### config.mk
export PLATFORM = sky130hd
export DESIGN_NAME = mem_req_ctrl_flat
export DESIGN_NICKNAME = d
export VERILOG_FILES = /design/src/rtl/mem_req_ctrl_pkg.sv /design/src/rtl/mem_req_ctrl_if.sv /design/src/rtl/mem_req_fifo.sv /design/src/rtl/mem_req_ctrl.sv /design/src/flat_wrapper.sv
export SDC_FILE = /design/constraint.sdc
export NUM_CORES = 1
export LEC_CHECK = 0
export ABC_AREA = 1
export CORE_MARGIN = 2
export CORE_UTILIZATION = 50
export CTS_CLUSTER_SIZE = 24
export DETAILED_ROUTE_END_ITERATION = 7
export GPL_ROUTABILITY_DRIVEN = 0
export PLACE_DENSITY = 0.85
export SYNTH_ARGS = -nofsm -noshare
export SYNTH_HDL_FRONTEND = slang
export SYNTH_SLANG_ARGS = --single-unit
### constraint.sdc
create_clock -name clock -period 2.27 [get_ports clock]
set_input_delay 0.454 -clock clock [delete_from_list [all_inputs] [get_ports clock]]
set_output_delay 0.454 -clock clock [all_outputs]
set_load 0.005 [all_outputs]
### src/rtl/mem_req_ctrl_pkg.sv
// mem_req_ctrl_pkg: shared types for the MemGen SRAM request sequencer.
// Holds default bus widths, the queued request bundle and the FSM states.
package mem_req_ctrl_pkg;

    localparam int MEM_ADDR_W = 10;
    localparam int MEM_DATA_W = 16;

    typedef struct packed {
        logic                  write;
        logic [MEM_ADDR_W-1:0] addr;
        logic [MEM_DATA_W-1:0] wdata;
    } req_t;

    typedef enum logic {
        INIT = 1'b0,
        RUN  = 1'b1
    } state_t;

endpackage

### src/rtl/mem_req_ctrl_if.sv
// mem_req_ctrl_if: request/response handshakes plus SRAM macro pins.
// master = traffic source / macro model, slave = mem_req_ctrl.
interface mem_req_ctrl_if
    import mem_req_ctrl_pkg::*;
#(
    parameter int ADDR_W = MEM_ADDR_W,
    parameter int DATA_W = MEM_DATA_W
) ();

    logic              req_valid;
    logic              req_ready;
    logic              req_write;
    logic [ADDR_W-1:0] req_addr;
    logic [DATA_W-1:0] req_wdata;
    logic              rsp_valid;
    logic              rsp_ready;
    logic [DATA_W-1:0] rsp_rdata;
    logic              mem_chip_en;
    logic              mem_wr_en;
    logic              mem_rd_en;
    logic [ADDR_W-1:0] mem_addr;
    logic [DATA_W-1:0] mem_wr_data;
    logic [DATA_W-1:0] mem_rd_data;
    logic              init_done;

    modport master (
        output req_valid, req_write, req_addr, req_wdata,
        output rsp_ready, mem_rd_data,
        input  req_ready, rsp_valid, rsp_rdata,
        input  mem_chip_en, mem_wr_en, mem_rd_en,
        input  mem_addr, mem_wr_data, init_done
    );

    modport slave (
        input  req_valid, req_write, req_addr, req_wdata,
        input  rsp_ready, mem_rd_data,
        output req_ready, rsp_valid, rsp_rdata,
        output mem_chip_en, mem_wr_en, mem_rd_en,
        output mem_addr, mem_wr_data, init_done
    );

endinterface

### src/rtl/mem_req_fifo.sv
// mem_req_fifo: synchronous FIFO, any depth >= 2, count-based full/empty.
// Ports: clk_i, rst_ni, push_i/data_i, pop_i/data_o, full_o, empty_o.
module mem_req_fifo #(
    parameter int WIDTH = 8,
    parameter int DEPTH = 4
) (
    input  logic             clk_i,
    input  logic             rst_ni,
    input  logic             push_i,
    input  logic [WIDTH-1:0] data_i,
    input  logic             pop_i,
    output logic [WIDTH-1:0] data_o,
    output logic             full_o,
    output logic             empty_o
);

    localparam int PW = (DEPTH > 1) ? $clog2(DEPTH) : 1;
    localparam int CW = $clog2(DEPTH + 1);

    logic [WIDTH-1:0] mem_q [DEPTH];
    logic [PW-1:0]    wr_ptr_q, rd_ptr_q;
    logic [CW-1:0]    cnt_q;
    logic             do_push, do_pop;

    // Explicit wrap so non-power-of-2 depths work.
    function automatic logic [PW-1:0] ptr_inc(input logic [PW-1:0] p);
        return (p == PW'(DEPTH - 1)) ? '0 : p + 1'b1;
    endfunction

    assign do_push = push_i & ~full_o;
    assign do_pop  = pop_i & ~empty_o;
    assign full_o  = (cnt_q == CW'(DEPTH));
    assign empty_o = (cnt_q == '0);
    assign data_o  = mem_q[rd_ptr_q];

    always_ff @(posedge clk_i or negedge rst_ni) begin
        if (!rst_ni) begin
            wr_ptr_q <= '0;
            rd_ptr_q <= '0;
            cnt_q    <= '0;
        end else begin
            if (do_push) wr_ptr_q <= ptr_inc(wr_ptr_q);
            if (do_pop)  rd_ptr_q <= ptr_inc(rd_ptr_q);
            cnt_q <= cnt_q + CW'(do_push) - CW'(do_pop);
        end
    end

    always_ff @(posedge clk_i) begin
        if (do_push) mem_q[wr_ptr_q] <= data_i;
    end

endmodule

### src/rtl/mem_req_ctrl.sv
// mem_req_ctrl: queues requests and drives a fixed-latency SRAM macro.
// Ports: clock, reset_n, bus (slave: req/rsp handshakes, mem pins, init_done).
// Optional init sweep (zero-fill) when MEMCTL_INIT_EN is defined.
module mem_req_ctrl
    import mem_req_ctrl_pkg::*;
#(
    parameter int ADDR_W    = MEM_ADDR_W,
    parameter int DATA_W    = MEM_DATA_W,
    parameter int RD_LAT    = 1,
    parameter int REQ_DEPTH = 4
) (
    input logic           clock,
    input logic           reset_n,
    mem_req_ctrl_if.slave bus
);

    localparam int RSP_DEPTH = RD_LAT + 2;
    localparam int CRED_W    = $clog2(RSP_DEPTH + 1);

    req_t              req_in, req_head;
    logic              req_full, req_empty, rsp_full, rsp_empty;
    logic              run, issue, rd_issue, rsp_pop;
    logic [DATA_W-1:0] rsp_data;

    state_t            state_q;
    logic              chip_en_q, wr_en_q, rd_en_q;
    logic [ADDR_W-1:0] addr_q;
    logic [DATA_W-1:0] wdata_q;
    logic [RD_LAT-1:0] rd_pipe_q, rd_pipe_d;
    logic [CRED_W-1:0] cred_q, cred_d;

`ifdef MEMCTL_INIT_EN
    logic              init_done_q;
    logic [ADDR_W-1:0] init_addr_q;
    assign run           = init_done_q;
    assign bus.init_done = init_done_q;
`else
    assign run           = (state_q == RUN);
    assign bus.init_done = 1'b1;
`endif

    assign req_in = '{write: bus.req_write,
                      addr:  bus.req_addr,
                      wdata: bus.req_wdata};

    mem_req_fifo #(
        .WIDTH ($bits(req_t)),
        .DEPTH (REQ_DEPTH)
    ) u_req_fifo (
        .clk_i   (clock),
        .rst_ni  (reset_n),
        .push_i  (bus.req_valid & bus.req_ready),
        .data_i  (req_in),
        .pop_i   (issue),
        .data_o  (req_head),
        .full_o  (req_full),
        .empty_o (req_empty)
    );

    // Credits cover rsp FIFO slots plus reads in flight, so capture
    // into the response FIFO can never find it full.
    assign issue    = run & ~req_empty & (req_head.write | (cred_q != '0));
    assign rd_issue = issue & ~req_head.write;
    assign rsp_pop  = ~rsp_empty & bus.rsp_ready;

    always_comb begin
        cred_d = cred_q;
        if (rd_issue && !rsp_pop)      cred_d = cred_q - 1'b1;
        else if (!rd_issue && rsp_pop) cred_d = cred_q + 1'b1;
    end

    assign rd_pipe_d = (rd_pipe_q << 1) | RD_LAT'(rd_en_q);

    mem_req_fifo #(
        .WIDTH (DATA_W),
        .DEPTH (RSP_DEPTH)
    ) u_rsp_fifo (
        .clk_i   (clock),
        .rst_ni  (reset_n),
        .push_i  (rd_pipe_q[RD_LAT-1] & ~rsp_full),
        .data_i  (bus.mem_rd_data),
        .pop_i   (rsp_pop),
        .data_o  (rsp_data),
        .full_o  (rsp_full),
        .empty_o (rsp_empty)
    );

    assign bus.req_ready   = ~req_full & run;
    assign bus.rsp_valid   = ~rsp_empty;
    assign bus.rsp_rdata   = rsp_empty ? '0 : rsp_data;
    assign bus.mem_chip_en = chip_en_q;
    assign bus.mem_wr_en   = wr_en_q;
    assign bus.mem_rd_en   = rd_en_q;
    assign bus.mem_addr    = addr_q;
    assign bus.mem_wr_data = wdata_q;

    always_ff @(posedge clock or negedge reset_n) begin
        if (!reset_n) begin
            cred_q    <= CRED_W'(RSP_DEPTH);
            rd_pipe_q <= '0;
        end else begin
            cred_q    <= cred_d;
            rd_pipe_q <= rd_pipe_d;
        end
    end

    always_ff @(posedge clock or negedge reset_n) begin
        if (!reset_n) begin
            state_q   <= INIT;
            chip_en_q <= 1'b0;
            wr_en_q   <= 1'b0;
            rd_en_q   <= 1'b0;
            addr_q    <= '0;
            wdata_q   <= '0;
`ifdef MEMCTL_INIT_EN
            init_addr_q <= '0;
            init_done_q <= 1'b0;
`endif
        end else begin
            chip_en_q <= 1'b0;
            wr_en_q   <= 1'b0;
            rd_en_q   <= 1'b0;
            unique case (state_q)
                INIT: begin
`ifdef MEMCTL_INIT_EN
                    chip_en_q   <= 1'b1;
                    wr_en_q     <= 1'b1;
                    addr_q      <= init_addr_q;
                    wdata_q     <= '0;
                    init_addr_q <= init_addr_q + 1'b1;
                    if (&init_addr_q) state_q <= RUN;
`else
                    state_q <= RUN;
`endif
                end
                RUN: begin
`ifdef MEMCTL_INIT_EN
                    // Lags RUN by one cycle: the last sweep write is on the pins.
                    init_done_q <= 1'b1;
`endif
                    if (issue) begin
                        chip_en_q <= 1'b1;
                        wr_en_q   <= req_head.write;
                        rd_en_q   <= ~req_head.write;
                        addr_q    <= req_head.addr;
                        if (req_head.write) wdata_q <= req_head.wdata;
                    end
                end
                default: state_q <= INIT;
            endcase
        end
    end

endmodule

### src/flat_wrapper.sv
// flat-port wrapper written by rule: the top's interface ports become plain ports
module mem_req_ctrl_flat import mem_req_ctrl_pkg::*;
#(
    parameter int ADDR_W    = MEM_ADDR_W,
    parameter int DATA_W    = MEM_DATA_W,
    parameter int RD_LAT    = 1,
    parameter int REQ_DEPTH = 4
)
  (clock, reset_n, bus_req_valid, bus_req_write, bus_req_addr, bus_req_wdata, bus_rsp_ready, bus_mem_rd_data, bus_req_ready, bus_rsp_valid, bus_rsp_rdata, bus_mem_chip_en, bus_mem_wr_en, bus_mem_rd_en, bus_mem_addr, bus_mem_wr_data, bus_init_done);
  mem_req_ctrl_if #(.ADDR_W(ADDR_W), .DATA_W(DATA_W)) bus_i ();
  input logic clock;
  input logic reset_n;
  input wire logic [$bits(bus_i.req_valid)-1:0] bus_req_valid;
  input wire logic [$bits(bus_i.req_write)-1:0] bus_req_write;
  input wire logic [$bits(bus_i.req_addr)-1:0] bus_req_addr;
  input wire logic [$bits(bus_i.req_wdata)-1:0] bus_req_wdata;
  input wire logic [$bits(bus_i.rsp_ready)-1:0] bus_rsp_ready;
  input wire logic [$bits(bus_i.mem_rd_data)-1:0] bus_mem_rd_data;
  output wire logic [$bits(bus_i.req_ready)-1:0] bus_req_ready;
  output wire logic [$bits(bus_i.rsp_valid)-1:0] bus_rsp_valid;
  output wire logic [$bits(bus_i.rsp_rdata)-1:0] bus_rsp_rdata;
  output wire logic [$bits(bus_i.mem_chip_en)-1:0] bus_mem_chip_en;
  output wire logic [$bits(bus_i.mem_wr_en)-1:0] bus_mem_wr_en;
  output wire logic [$bits(bus_i.mem_rd_en)-1:0] bus_mem_rd_en;
  output wire logic [$bits(bus_i.mem_addr)-1:0] bus_mem_addr;
  output wire logic [$bits(bus_i.mem_wr_data)-1:0] bus_mem_wr_data;
  output wire logic [$bits(bus_i.init_done)-1:0] bus_init_done;
  assign bus_i.req_valid = bus_req_valid;
  assign bus_i.req_write = bus_req_write;
  assign bus_i.req_addr = bus_req_addr;
  assign bus_i.req_wdata = bus_req_wdata;
  assign bus_i.rsp_ready = bus_rsp_ready;
  assign bus_i.mem_rd_data = bus_mem_rd_data;
  assign bus_req_ready = bus_i.req_ready;
  assign bus_rsp_valid = bus_i.rsp_valid;
  assign bus_rsp_rdata = bus_i.rsp_rdata;
  assign bus_mem_chip_en = bus_i.mem_chip_en;
  assign bus_mem_wr_en = bus_i.mem_wr_en;
  assign bus_mem_rd_en = bus_i.mem_rd_en;
  assign bus_mem_addr = bus_i.mem_addr;
  assign bus_mem_wr_data = bus_i.mem_wr_data;
  assign bus_init_done = bus_i.init_done;
  mem_req_ctrl #(.ADDR_W(ADDR_W), .DATA_W(DATA_W), .RD_LAT(RD_LAT), .REQ_DEPTH(REQ_DEPTH)) u_core (.clock(clock), .reset_n(reset_n), .bus(bus_i));
endmodule
**Word-level counts from Yosys, hierarchy flattened**

Memory sizes are Yosys's and may differ from the RTL's.
Index checks and enable logic that the tools add are counted.
Widths: inputs -> output; s select.

- $add $sub $neg: 10
- Equality and inequality tests: 6
- Mux-type cells: 17
- Bitwise gates (word level): 17
- Reduce and logical (&&, ||, !) cells: 10

Operators by type and width:

| operator | count |
|---|---|
| $mux 16 | 1 |
| $mux 2 | 6 |
| $and 1x1->1 | 11 |
| $add 2x1->2 const B | 5 |
| $eq 2x2->1 const B | 5 |
| $mux 1 | 10 |
| $not 1->1 | 5 |
| $reduce_bool 2->1 | 2 |
| $add 3x1->3 | 1 |
| $eq 3x3->1 const B | 1 |
| $logic_not 3->1 | 1 |
| $reduce_and 3->1 | 1 |
| $sub 3x1->3 | 1 |
| $add 2x1->2 | 1 |
| $logic_and 1x1->1 | 2 |
| $logic_not 1->1 | 2 |
| $logic_not 2->1 | 1 |
| $reduce_and 2->1 | 1 |
| $sub 2x1->2 | 1 |
| $sub 2x1->2 const B | 1 |
| $or 1x1->1 | 1 |

- Register bits: 46
- Bits in writable memories: 156
- Input bits: 47
- Output and inout bits: 48
- Logic and storage cells: 76
- Memories kept: 2

Memory list:

| name | words | bits a word | rd ports | clocked after memory_dff | wr ports | line | RTL |
|---|---|---|---|---|---|---|---|
| u_core.u_req_fifo.mem_q | 4 | 27 | 1 | 0 | 1 | mem_req_fifo.sv:20 | `logic [WIDTH-1:0] mem_q [DEPTH];` |
| u_core.u_rsp_fifo.mem_q | 3 | 16 | 1 | 0 | 1 | mem_req_fifo.sv:20 |  |

**Depth between registers and ports, before layout**

- Depth in word-level cells: 9
- Mapped depth: 12

**By module**

A second synthesis with hierarchy kept.

- Cells, all modules: 722
- Area, all modules: 8366.8 µm²

Modules (own cells, without submodules):

| module | times used | cells each | area each (µm²) | sequential area each (µm²) |
|---|---|---|---|---|
| mem_req_fifo at u_core.u_req_fifo | 1 | 372 | 4772.1 | 3418.3 |
| mem_req_fifo at u_core.u_rsp_fifo | 1 | 165 | 2129.5 | 1591.5 |
| mem_req_ctrl | 1 | 185 | 1465.2 | 828.3 |

**Least setup slack after synthesis**

OpenSTA, ideal clock, no wires.

- Kind: register to register
- Start point: register u_core.u_req_fifo.cnt_q[1]
- End point: memory u_core.u_req_fifo.mem_q[0][0] (netlist name), enable pin
- Setup time: 411 ps
- Arrival time: 2056 ps
- Setup slack: -196 ps
- Stages on the path, launching flop included: 5
- Cells stage by stage: dfrtp_1 nor2_1 a21oi_1 nand2_1 nor2_1

- Cells in the longest elaborated chain, start to end: 7

Ends and longest elaborated chain:

| what | line | RTL |
|---|---|---|
| from (decl) | mem_req_fifo.sv:22 | `logic [CW-1:0] cnt_q;` |
| from (signal assigned) | mem_req_fifo.sv:44 | `cnt_q <= cnt_q + CW'(do_push) - CW'(do_pop);` |
| $eq 3x3->1 | mem_req_fifo.sv:32 | `assign full_o = (cnt_q == CW'(DEPTH));` |
| $not 1->1 | mem_req_ctrl.sv:88 | `assign bus.req_ready = ~req_full & run;` |
| $and 1x1->1 | mem_req_ctrl.sv:88 |  |
| named net bus_req_ready | flat_wrapper.sv:19 | `output wire logic [$bits(bus_i.req_ready)-1:0] bus_req_ready;` |
| $and 1x1->1 | mem_req_ctrl.sv:52 | `.push_i (bus.req_valid & bus.req_ready),` |
| $and 1x1->1 | mem_req_fifo.sv:30 | `assign do_push = push_i & ~full_o;` |
| $mux 1 | mem_req_fifo.sv:49 | `if (do_push) mem_q[wr_ptr_q] <= data_i;` |
| $mux 1 (not written as such) | mem_req_fifo.sv:49 |  |
| to (decl) | mem_req_fifo.sv:20 |  |

The timed path passes the listed nets, and every way through them passes these cells.

**Final worst setup path**

- Start point: register u_core.u_rsp_fifo.rd_ptr_q[1]
- End point: output bus_rsp_rdata[6]

- Cells in the longest elaborated chain, start to end: 2

Ends and longest elaborated chain:

| what | line | RTL |
|---|---|---|
| from (decl) | mem_req_fifo.sv:21 | `logic [PW-1:0] wr_ptr_q, rd_ptr_q;` |
| from (signal assigned) | mem_req_fifo.sv:43 | `if (do_pop) rd_ptr_q <= ptr_inc(rd_ptr_q);` |
| $mem_v2 3x16 | -- |  |
| $mux 16 | mem_req_ctrl.sv:90 | `assign bus.rsp_rdata = rsp_empty ? '0 : rsp_data;` |
| to (decl) | flat_wrapper.sv:21 | `output wire logic [$bits(bus_i.rsp_rdata)-1:0] bus_rsp_rdata;` |

Every way passes these cells.

==> results.cfg <==
[run_status]
status = complete, no violations

[final_layout]
final_common_cell = nand2_1
drive_gt1_frac = 0.156
final_cell_mix = nand2_1, edfxtp_1, clkdlybuf4s50_1, nor2_1, nand3_1
final_cell_count_no_fill = 1064
fin_nets = 892
antenna_cells = 0
area_growth_syn_to_layout_pct = 26.5
n_fill_cell = 1142

[cts]
clock-root-buffer = clkbuf_16
htree_levels = 1
clk_pin_slew_worst_paths_ps = 60
cts.path.max_buffers = 3
cts_tree = done
numCtsBuffers = 21
clock_latency_ps = 490
clock_sinks = 202

[global_routing]
grt_use_total = 0.199
gr-total-overflow = 0
grt_pass1_wl_um = 27600
first_global_vias = 5630
grt_max_degree = 58
antenna_found_initial = 0

[worst_setup_path]
crit_cells = 8
r2r-end = u_core.u_req_fifo.cnt_q[2]
required_ps = 1820
end_kind = primary output
slowest_delay_ps = 450
path_buf_inv = 4
critical_path_class = flop to primary output
crit_slowest_cell = dfrtp_2
path_cells = nor2_4 > buf_6 > buf_6 > nand2_1 > nand3_1 > nand2_1 > inv_1 > clkbuf_2
worstPathMaxFanout = 4
reg2reg_depth = 11
crit_family = flip-flops
cp.arrival_ps = 1760
critPathLaunchType = flop
r2r-start = u_core.u_req_fifo.rd_ptr_q[0]
r2r_setup_slack_ps = 170

[floorplan]
die_area_um2 = 17200
die_w_um = 131
die_height_um = 131
start_util = 0.511
num_rows = 46
num_io_pins = 95
core_region_area_um2 = 15800

[min_path]
whs_endpoint = u_core.rd_pipe_q
whs_path_depth = 0
min_path_type = flop to flop
min_from = u_core.bus.mem_rd_en

[timing]
slew_violations = 0
layout_setup_ws_ps = 56.9
min_period_ps = 2210
hold_viol_final = 0
fmax_ghz = 0.452
finalSetupViolations = 0
fin_skew_ps = 13.8
rsz0062_at_grt = yes
finalCritPeriodShare = 0.975
worst_pin_slew_ps = 613
relSlewSlack = 0.591

[placement]
port_buffers = 93
post-place-ws_ps = 113
dp_cells = 1010
hpwlAfterDp_um = 10500

[pwr]
p_leak_nw = 4.29
cellInternalPower_mw = 8.80
clockPowerShare = 0.257
power_switching_share = 0.326
ir_drop_uv = 756
seq_power_share = 0.389
cellPowerDensity_nw_per_um2 = 1280
p_switching_mw = 4.25
combPwrFrac = 0.354

[logic_synthesis]
yosysTopAreaCell = edfxtp_1
yosysUniqueCellTypes = 30
synthDominantCellAreaShare = 0.580
synth_area_per_cell_um2 = 11.5
synthFlopType = edfxtp_1
synth_area_leaders = edfxtp_1, dfrtp_1, nand2_1, nor2_1, nand3_1
syn_inst = 701
ys_seq_area_frac = 0.722
yosys_register_bits = 202
syn-cell-area_um2 = 8080
synth_edf_count = 156
yosys_warnings = 0
synthArstFlopShare = 0.228

[flow_run]
cap_violations = 0

[routing]
vias = 5406
drtIter0Drc = 455
wl_um = 17300
firstDrtPassIters = 5
avgRoutedWirePerCell_um = 16.3
viasPerCell = 5.08
drc = 0
ant_nets = 0
worst max path at each step:
stage,end,from,slack (ps)
global placement,u_core.u_req_fifo.cnt_q[1],bus_req_valid,150
global route,bus_rsp_rdata[2],u_core.u_rsp_fifo.rd_ptr_q[1],-20
finish,bus_rsp_rdata[6],u_core.u_rsp_fifo.rd_ptr_q[1],60
CTS,bus_rsp_rdata[9],u_core.u_rsp_fifo.rd_ptr_q[0],-10
detailed placement,u_core.u_req_fifo.cnt_q[2],bus_req_valid,110
floorplan,u_core.u_req_fifo.mem_q[0][0],u_core.u_req_fifo.cnt_q[1],-200
worst register-to-register path: cells and delay by family, from the launching register on:
| kind | cells | cell delay [ps] |
|---|---|---|
| adder cells (fa/ha/maj) | 3 | 780 |
| XOR/XNOR | 1 | 140 |
| flip-flops | 1 | 490 |
| AND/OR/NAND/NOR | 4 | 380 |
| buffers and inverters | 3 | 180 |
registers in the layout (all words and copies together) (netlist names), 2 cells and up:
register and flops:
u_core.u_req_fifo.mem_q 108, u_core.u_rsp_fifo.mem_q 48, u_core.bus.mem_wr_data 16, u_core.bus.mem_addr 10
u_core.u_req_fifo.cnt_q 3, u_core.cred_q 2, u_core.u_req_fifo.rd_ptr_q 2, u_core.u_req_fifo.wr_ptr_q 2
u_core.u_rsp_fifo.cnt_q 2, u_core.u_rsp_fifo.rd_ptr_q 2, u_core.u_rsp_fifo.wr_ptr_q 2
synth_stat cells (2+ instances only):
| library cell | number |
|---|---|
| nand2_1 | 219 |
| edfxtp_1 | 156 |
| nor2_1 | 72 |
| nand3_1 | 51 |
| dfrtp_1 | 44 |
| inv_1 | 44 |
| o21ai_0 | 31 |
| buf_2 | 13 |
| ha_1 | 10 |
| or2_2 | 9 |
| clkbuf_1 | 7 |
| xnor2_1 | 6 |
| o21ai_1 | 5 |
| a21oi_1 | 4 |
| inv_2 | 4 |
| buf_1 | 3 |
| buf_4 | 3 |
| buf_6 | 3 |
| nand3_2 | 3 |
| dfstp_2 | 2 |
| nor2_2 | 2 |
| nor3_1 | 2 |
cells by family after synthesis:
kind of cell	share of synthesized area
adder cells (fa/ha/maj)	0.0180
buffers and inverters	0.0424
flip-flops	0.722
other	0.000464
AND/OR/NAND/NOR	0.182
AO/OA/AOI/OAI	0.0286
XOR/XNOR	0.00650
routing by layer:
layer,vias up,routed length [um],global-route usage
met3,22,1200,0.0440
met1,2633,6820,0.236
met4,0,226,0.0525
met2,175,9050,0.367
met5,-,0,0
li1,2576,-,-
metrics by stage:
stage | util | hold WS [ps] | area, um2 | setup TNS (ps) | power, mW
3_3_place_gp | 0.592 | 360 | 9370 | 0 | 9.26
6_report | 0.646 | 379 | 10200 | 0 | 13.1
2_1_floorplan | - | 158 | 8090 | -21220 | 7.60
4_1_cts | 0.640 | 380 | 10100 | -14.3 | 12.9
5_1_grt | 0.646 | 386 | 10200 | -63.5 | 13.9
3_5_place_dp | 0.592 | 362 | 9370 | 0 | 9.48
timing repair:
item / CTS / global route
cloned: 1 / 0
pin swaps: 2 / 2
setup buffers: 12 / 3
hold buffers: 1 / 0
endpoints found under the hold margin: 20 / 0
endpoints found under the setup margin: 16 / 16
gates resized for setup: 49 / 34
final cells by class:
| class | count | area (um2) | area share |
|---|---|---|---|
| clock inverters | 6 | 78.8 | 0.00771 |
| flip-flops and latches | 202 | 5840 | 0.571 |
| inverters | 49 | 184 | 0.0180 |
| well taps | 216 | 270 | 0.0264 |
| clock buffers | 31 | 593 | 0.0580 |
| multi-input cells | 422 | 1990 | 0.195 |
| repair buffers | 138 | 1270 | 0.124 |
power by group through the flow:
| stage | Combinational (mW) | Clock [mW] | Sequential [mW] |
|---|---|---|---|
| 2_1_floorplan | 2.52 | 0 | 5.08 |
| 3_3_place_gp | 4.16 | 0 | 5.10 |
| 3_5_place_dp | 4.36 | 0 | 5.12 |
| 4_1_cts | 4.46 | 3.41 | 5.07 |
| 5_1_grt | 5.16 | 3.57 | 5.15 |
| 6_report | 4.62 | 3.35 | 5.08 |
Power figures use the tool's default switching activity.
